<file path="config.mk">
export PLATFORM = sky130hd
export DESIGN_NAME = cpu_step_ctrl
export DESIGN_NICKNAME = d
export VERILOG_FILES = /design/src/rtl/cpu_step_ctrl_pkg.sv /design/src/rtl/sat_counter.sv /design/src/rtl/cpu_step_ctrl.sv
export SDC_FILE = /design/constraint.sdc
export NUM_CORES = 1
export LEC_CHECK = 0
export BUFFER_PORTS_ARGS = -buffer_cell sky130_fd_sc_hd__buf_2
export CORE_MARGIN = 5
export CORE_UTILIZATION = 40
export CTS_CLUSTER_DIAMETER = 30
export DETAILED_ROUTE_END_ITERATION = 12
export PLACE_DENSITY = 0.7
export SYNTH_ARGS = -nofsm -noshare
export SYNTH_HDL_FRONTEND = slang
export SYNTH_SLANG_ARGS = --single-unit
</file>
<file path="constraint.sdc">
create_clock -name clk -period 2.3 [get_ports clk]
set_clock_uncertainty 0.15 [all_clocks]
set_input_delay 0.23 -clock clk [delete_from_list [all_inputs] [get_ports clk]]
set_output_delay 0.23 -clock clk [all_outputs]
set_load 0.01 [all_outputs]
</file>
<file path="src/rtl/cpu_step_ctrl_pkg.sv">
// Shared types for the processor run-control sequencer.
// State encodings are fixed because state_o is visible on the board.
package cpu_step_ctrl_pkg;

  localparam int STATE_W = 3;

  typedef enum logic [STATE_W-1:0] {
    RST_HOLD = 3'd0,
    HALTED   = 3'd1,
    STEP     = 3'd2,
    RUN_N    = 3'd3,
    RUN_FREE = 3'd4,
    BREAK    = 3'd5
  } state_t;

endpackage

</file>
<file path="src/rtl/sat_counter.sv">
// Saturating up-counter: sync clear wins over enable,
// and the count sticks at all-ones.
module sat_counter #(
  parameter int W = 16
) (
  input  logic         clk,
  input  logic         rst_n,
  input  logic         en,
  input  logic         clr,
  output logic [W-1:0] cnt
);

  always_ff @(posedge clk or negedge rst_n) begin
    if (!rst_n)
      cnt <= '0;
    else if (clr)
      cnt <= '0;
    else if (en && (cnt != '1))
      cnt <= cnt + 1'b1;
  end

endmodule

</file>
<file path="src/rtl/cpu_step_ctrl.sv">
// Run-control sequencer: step / run-N / free-run / stop for the core.
// Define CPU_STEP_BP_EN to build in the PC breakpoint and BREAK state.
module cpu_step_ctrl
  import cpu_step_ctrl_pkg::*;
#(
  parameter int PC_W         = 32,
  parameter int CNT_W        = 16,
  parameter int RESET_CYCLES = 4
) (
  input  logic             clk,
  input  logic             reset,
  input  logic             step_pulse,
  input  logic             run_pulse,
  input  logic             stop_pulse,
  input  logic             rst_req,
  input  logic [CNT_W-1:0] run_count,
  input  logic             bp_en,
  input  logic [PC_W-1:0]  bp_addr,
  input  logic [PC_W-1:0]  pc_in,
  output logic             cpu_en,
  output logic             cpu_rst,
  output logic             halted,
  output logic             bp_hit,
  output logic [2:0]       state_o,
  output logic [CNT_W-1:0] cyc_cnt
);

  localparam int HW = $clog2(RESET_CYCLES + 1);
  localparam logic [HW-1:0] HOLD_INIT = HW'(RESET_CYCLES - 1);

  state_t           state, nxt;
  logic [HW-1:0]    hold, hold_nx;
  logic [CNT_W-1:0] rem, rem_nx;
  logic             running;
  logic             hit;

  assign running = (state == RUN_N) || (state == RUN_FREE);

`ifdef CPU_STEP_BP_EN
  logic bp_mask;

  assign hit = running && bp_en && (pc_in == bp_addr) && !bp_mask;

  // Masked while parked so a resume executes past the breakpoint PC.
  always_ff @(posedge clk or negedge reset) begin
    if (!reset)
      bp_mask <= 1'b1;
    else if ((state == HALTED) || (state == BREAK))
      bp_mask <= 1'b1;
    else if (cpu_en && (state != RST_HOLD))
      bp_mask <= 1'b0;
  end
`else
  logic unused_bp;

  assign unused_bp = ^{bp_en, bp_addr, pc_in};
  assign hit       = 1'b0;
`endif

  always_comb begin
    nxt     = state;
    hold_nx = hold;
    rem_nx  = rem;
    cpu_en  = 1'b0;
    unique case (state)
      RST_HOLD: begin
        cpu_en = 1'b1;
        if (hold == '0)
          nxt = HALTED;
        else
          hold_nx = hold - 1'b1;
      end
      HALTED, BREAK: begin
        if (!stop_pulse && step_pulse) begin
          nxt = STEP;
        end else if (!stop_pulse && run_pulse) begin
          if (run_count == '0) begin
            nxt = RUN_FREE;
          end else begin
            nxt    = RUN_N;
            rem_nx = run_count;
          end
        end
      end
      STEP: begin
        cpu_en = 1'b1;
        nxt    = HALTED;
      end
      RUN_N: begin
        cpu_en = !stop_pulse && !hit;
        if (stop_pulse) begin
          nxt    = HALTED;
          rem_nx = '0;
        end else if (hit) begin
          nxt    = BREAK;
          rem_nx = '0;
        end else begin
          rem_nx = rem - 1'b1;
          if (rem == CNT_W'(1))
            nxt = HALTED;
        end
      end
      RUN_FREE: begin
        cpu_en = !stop_pulse && !hit;
        if (stop_pulse)
          nxt = HALTED;
        else if (hit)
          nxt = BREAK;
      end
      default: begin
        nxt     = RST_HOLD;
        hold_nx = HOLD_INIT;
        rem_nx  = '0;
      end
    endcase
    if (rst_req) begin
      nxt     = RST_HOLD;
      hold_nx = HOLD_INIT;
      rem_nx  = '0;
    end
  end

  always_ff @(posedge clk or negedge reset) begin
    if (!reset) begin
      state <= RST_HOLD;
      hold  <= HOLD_INIT;
      rem   <= '0;
    end else begin
      state <= nxt;
      hold  <= hold_nx;
      rem   <= rem_nx;
    end
  end

  assign cpu_rst = (state == RST_HOLD);
  assign halted  = (state == HALTED) || (state == BREAK);
  assign bp_hit  = (state == BREAK);
  assign state_o = state;

  sat_counter #(
    .W(CNT_W)
  ) u_cyc (
    .clk  (clk),
    .rst_n(reset),
    .en   (cpu_en && !cpu_rst),
    .clr  (rst_req),
    .cnt  (cyc_cnt)
  );

endmodule

</file>
# --- Word level (Yosys, flattened, before mapping) ---
# Index checks and enable logic that the tools add are counted.
word_totals:
  out_inout_bits: 23
  in_bits: 87
  register_bits: 38
op_classes:
  n_reduce_logical: 19
  add_sub_neg: 3
  muxes: 21
  eq_ne: 17
op_table:
  columns: ["cell", "n"]
  rows:
  - ["16-bit two-way mux", 7]
  - ["16-bit case mux with 3 select lines", 1]
  - ["3-bit two-way mux", 10]
  - ["16-bit by 1-bit adder with 16-bit output (second input constant)", 1]
  - ["16-bit by 1-bit equality test with 1-bit output (second input constant)", 1]
  - ["16-bit zero test", 1]
  - ["16-bit inequality test (second input constant)", 1]
  - ["16-bit by 1-bit subtractor with 16-bit output (second input constant)", 1]
  - ["3-bit inequality test (second input constant)", 5]
  - ["3-bit case mux with 5 select lines", 1]
  - ["4-bit AND reduction", 2]
  - ["3-bit by 2-bit equality test with 1-bit output (second input constant)", 2]
  - ["3-bit equality test (second input constant)", 2]
  - ["3-bit zero test", 2]
  - ["3-bit case mux with 2 select lines", 1]
  - ["2-bit OR reduction", 3]
  - ["5-bit OR reduction", 1]
  - ["1-bit logical AND", 4]
  - ["2-bit by 1-bit inequality test with 1-bit output (second input constant)", 2]
  - ["4-bit by 3-bit inequality test with 1-bit output (second input constant)", 1]
  - ["4-bit inequality test (second input constant)", 1]
  - ["3-bit by 1-bit equality test with 1-bit output (second input constant)", 1]
  - ["3-bit by 2-bit inequality test with 1-bit output (second input constant)", 1]
  - ["3-bit OR reduction", 1]
  - ["6 further kinds", 7]

# --- Logic depth before layout (Yosys ltp) ---
depth:
  word_depth: 7
  mapped_depth: 8
  mapped_depth_nobuf: 8

# --- Hierarchy ---
# A second synthesis with hierarchy kept.
unflattened:
  hier_cells: 284
  hier_area_um2: 2501.1
modules_own_cells:
  columns: ["mod", "seq_area_each_um2", "instances", "area_per_inst_um2", "cells_per_inst"]
  rows:
  - ["cpu_step_ctrl", 553.0, 1, 1559.0, 186]
  - ["sat_counter", 400.4, 1, 942.2, 98]

# --- Worst setup path after synthesis ---
# OpenSTA, ideal clock, no wires.
synth_timing:
  path_kind: "register -> register"
  start: "register hold[0]"
  end: "register state[2], in the netlist state_o[2]"
  path_stages_with_launch: 9
  t_arrival_ns: 1.932
  slack_ns: 0.090
  required_ns: 2.022
  cell_sequence: "dfstp_2 > inv_1 > ha_1 > ha_1 > or4_4 > nor2_2 > a221oi_2 > o21ai_2 > mux2_1"
synth_via:
  elab_chain_cells: 3
synth_rtl:
  columns: ["element", "line_no", "source"]
  rows:
  - ["start: declaration", "cpu_step_ctrl.sv:32", "logic [HW-1:0] hold, hold_nx;"]
  - ["start signal: assignment", "cpu_step_ctrl.sv:130", "hold <= hold_nx;"]
  - ["3-bit zero test", "cpu_step_ctrl.sv:68", "if (hold == '0)"]
  - ["3-bit by 2-bit inequality test with 1-bit output (no source line)", null, null]
  - ["4-bit AND reduction (no source line)", null, null]
  - ["end signal: assignment", "cpu_step_ctrl.sv:129", "state <= nxt;"]
  - ["end: declaration", "cpu_step_ctrl.sv:31", "state_t state, nxt;"]
# No other way between the ends.
# A chain may end at the register's enable or synchronous reset.

# --- Worst setup path in the final report ---
# Same ends and word-level chain as after synthesis.

==> out/qor.txt <==
Die span in x -> 88.46 um
Library cell with the largest summed area after synthesis -> sky130_fd_sc_hd__dfrtp_1
Instance count of the mapped netlist -> 271
Share of synthesized cell area in full adder, half adder and majority cells -> 2.541%
Peak ir drop on the vdd network -> 0.0004913 V
Share of final-layout standard cells stronger than drive strength 1 -> 27.44%
Fraction of the core area covered by cells at the end of the flow -> 49.52%
Flop and latch count out of synthesis -> 38
Number of nets in the synthesized netlist -> 363
Total track usage -> 16.74%
Final std cells w/o fill -> 403
Number of distinct standard cells referenced by the synthesized netlist -> 59
Standby leakage power -> 1.289 nW
Number of antenna-violating nets in the routed design -> 0
Post-synthesis xor/xnor area fraction -> 6.047%
Pre-CTS setup slack -> 0.01579 ns
Number of buffers and inverters on the critical path -> 1
Max-capacitance violation count -> 0
# rows -> 28
Proportion of synthesized chip area in sequential cells -> 38.72%
Tot Pwr -> 2.505 mW
Placed Cells incl. Taps -> 392
Clock root buffer -> sky130_fd_sc_hd__clkbuf_8
Last weighted congestion value of the routability-driven placer -> 0.9410
Setup slack after layout -> 0.06205 ns
Vias after detailed routing -> 2312
Global-route wire length before repair -> 10.21 mm
DRC errors left -> 0
Number of warnings printed during yosys synthesis -> 0
Detailed route wirelength on metal3 -> 502 um
Ratio of total power to cell area -> 849.3 nW/um2
Status -> finished clean
Filler Cell Count -> 586
Full die area -> 7825 um2
Post-detailed-route via-to-cell ratio -> 5.737
Largest family of logic cells by synthesized area -> simple AND/OR/NAND/NOR gates
Number of levels the H-tree was split into -> 2
Slack of the worst reg-to-reg path -> 0.06 ns
Delay-heaviest family, CP -> simple AND/OR/NAND/NOR gates
Critical-path cell list -> inv_1 > ha_2 > ha_1 > or4_4 > nor2_4 > a221oi_2 > o21ai_2 > mux2_4
Final routed wirelength across all metal layers -> 6.182 mm
Area fraction of the dominant cell type after synthesis -> 36.59%
Avg Synthesized Cell Area -> 9.086 um2
Post-synthesis to final-layout area growth -> 19.77%
Floorplan Core Area -> 5956 um2
Max-slew violation total from the final report -> 0
Arrival time of the worst setup path -> 2.27 ns
Worst slew slack as a fraction of its limit -> 43.05%
Achievable clock frequency -> 446.8 MHz
Routed met2 length -> 2.827 mm
Worst Reg-to-Reg Cells -> 8
Post-synthesis instance area -> 2462 um2
Number of buffers added by the clock tree synthesis step -> 5
Critical path's largest stage delay -> 0.53 ns
Mux contribution to synthesized area -> 1.524%
Startpoint of the worst register-to-register path -> hold[0]
Topmost layer with routed signal wires -> met4
Primary FF master, synth -> sky130_fd_sc_hd__dfrtp_1
Number of gates on the worst path with buffers counted -> 8
Grt total ovfl -> 0
Endpoint of the worst-slack reg-to-reg timing path -> state_o[2]
I/O pin count -> 110
Via count of the first global-routing pass -> 2158
Wl on met1 -> 2.783 mm
Die Y-Extent -> 88.46 um
List of most frequent post-synthesis cells -> sky130_fd_sc_hd__dfrtp_1, sky130_fd_sc_hd__nor2_1, sky130_fd_sc_hd__o21ai_1
Average detailed-routed wire length per instance -> 15.34 um
Maximum number of pins on one net before global-route repair -> 39
Kind of end point of the critical path -> flop
Final count of hold timing violations -> 0
Max Fanout on Critical Path -> 3
Clk slew on worst S/H paths -> 0.08 ns
Clk_lat worst skew -> 0.29 ns
Period utilisation layout -> 97.30%
Worst-Margin Slew -> 0.8542 ns
Area after DPL -> 2821 um2
Antenna Cells -> 0
Start point of the critical path -> hold[0]
Simple-gate area share of the yosys netlist -> 28.76%
Drt pass-1 iters -> 4
Maximum count of clock buffers along a single path -> 2
EDFF count, synth -> 0
Post-route standard cell area excluding fillers -> 2949 um2
Fraction of the mapped netlist area in compound gates -> 18.60%
CTS sink count -> 38
Critical path data required time -> 2.33 ns
Initial DRC count -> 119
Starting density of the core -> 41.34%
Launching element type of the critical path -> flop
Clock tree from TritonCTS -> yes
Buffers on Ports -> 44
Setup-violating endpoint count in the final report -> 0
Crit path capture -> state_o[2]
Worst hold path class -> in -> reg
Most frequently used cell type in the post-synthesis netlist -> sky130_fd_sc_hd__dfrtp_1
# nets final -> 419
Total half-perimeter wirelength after legalization and detailed placement -> 4.563 mm
Number of antenna violations at the first check in global routing -> 0
Kind of critical path -> reg -> reg
Share of synthesized registers carrying an async set or reset -> 100.0%
Top post-synthesis cells by area -> sky130_fd_sc_hd__dfrtp_1, sky130_fd_sc_hd__xnor2_1, sky130_fd_sc_hd__o21ai_1, sky130_fd_sc_hd__nor2_1, sky130_fd_sc_hd__nor4_1
Crit-path slowest cell -> sky130_fd_sc_hd__dfstp_2
Minimum clock period -> 2.238 ns
[power breakdown]
| part | switching (mW) | internal, mW |
|---|---|---|
| Sequential | 0.160 | 0.790 |
| Combinational | 0.585 | 0.480 |
| Clock | 0.248 | 0.242 |
[sequential cells by signal, summed over array words and instances, names as in the netlist]
name       count
state_o        3
rem           16
hold           3
u_cyc.cnt     16
[tightest hold or removal path: stages]
cell                      delay, ns
sky130_fd_sc_hd__buf_2         0.09
sky130_fd_sc_hd__a32oi_1       0.05
sky130_fd_sc_hd__o21ai_1       0.11
[cells by family after synthesis]
kind of cell	Yosys count
AOI/OAI and AO/OA	72
muxes	3
DFF	38
adders and majority gates	5
and+or+nand+nor	115
xor gates and xnor gates	17
buffers and inverters	21
[cell type report]
class,instances,area (um2),share of cell area (%)
multi-input combinational,212,1426,48.37
clock inverter,1,5.005,0.1697
tap,75,93.84,3.182
timing repair buffer,61,350.3,11.88
inverter,9,33.78,1.146
clock buffer,7,86.33,2.927
sequential,38,953.4,32.33
[worst min-delay path by stage]
stage / endpoint / depth (start not counted) / startpoint / slack, ns
global route: rem[2] / 3 / run_count[2] / 0.10
floorplan: hold[2] / 0 / reset / -0.22
finish: rem[2] / 3 / run_count[2] / 0.08
detailed placement: u_cyc.cnt[14] / 1 / reset / 0.24
CTS: rem[2] / 3 / run_count[2] / 0.08
global placement: u_cyc.cnt[6] / 1 / reset / 0.23
[per-stage QoR]
| step | hold slack, ns | TNS, ns |
|---|---|---|
| 2_1_floorplan | -0.2156 | 0 |
| 3_3_place_gp | 0.2334 | 0 |
| 3_5_place_dp | 0.2449 | 0 |
| 4_1_cts | 0.07624 | 0 |
| 5_1_grt | 0.1020 | -0.01803 |
| 6_report | 0.07734 | 0 |
[timing repair]
action                                  in CTS  in global routing
setup buffers                                0                  2
resized for setup                            0                  3
endpoints found under the hold margin       36                  0
hold buffers                                 1                  0
endpoints found under the setup margin       0                  2
[metal layers]
metal | vias to the layer above | global-route usage [%]
met5 | - | 0
met3 | 4 | 2.793
met1 | 1101 | 22.66
li1 | 1123 | -
met2 | 84 | 26.65
met4 | 0 | 6.731
[cells in the final DEF (no fill, tap or decap), drive strengths merged, types with 2 or more instances in the layout]
cell type,n
a21boi,2
a21oi,14
a22oi,5
a31oi,5
a32oi,4
and2,2
and3,5
and4,2
buf,60
clkbuf,7
dfrtp,36
dfstp,2
ha,5
inv,9
mux2,3
nand2,14
nand2b,4
nand3,9
nand4,5
nor2,30
nor2b,2
nor3,11
nor3b,4
nor4,17
nor4b,2
o21ai,31
o22ai,2
or4,2
xnor2,16
No activity file was read; power rests on OpenSTA's default activity.
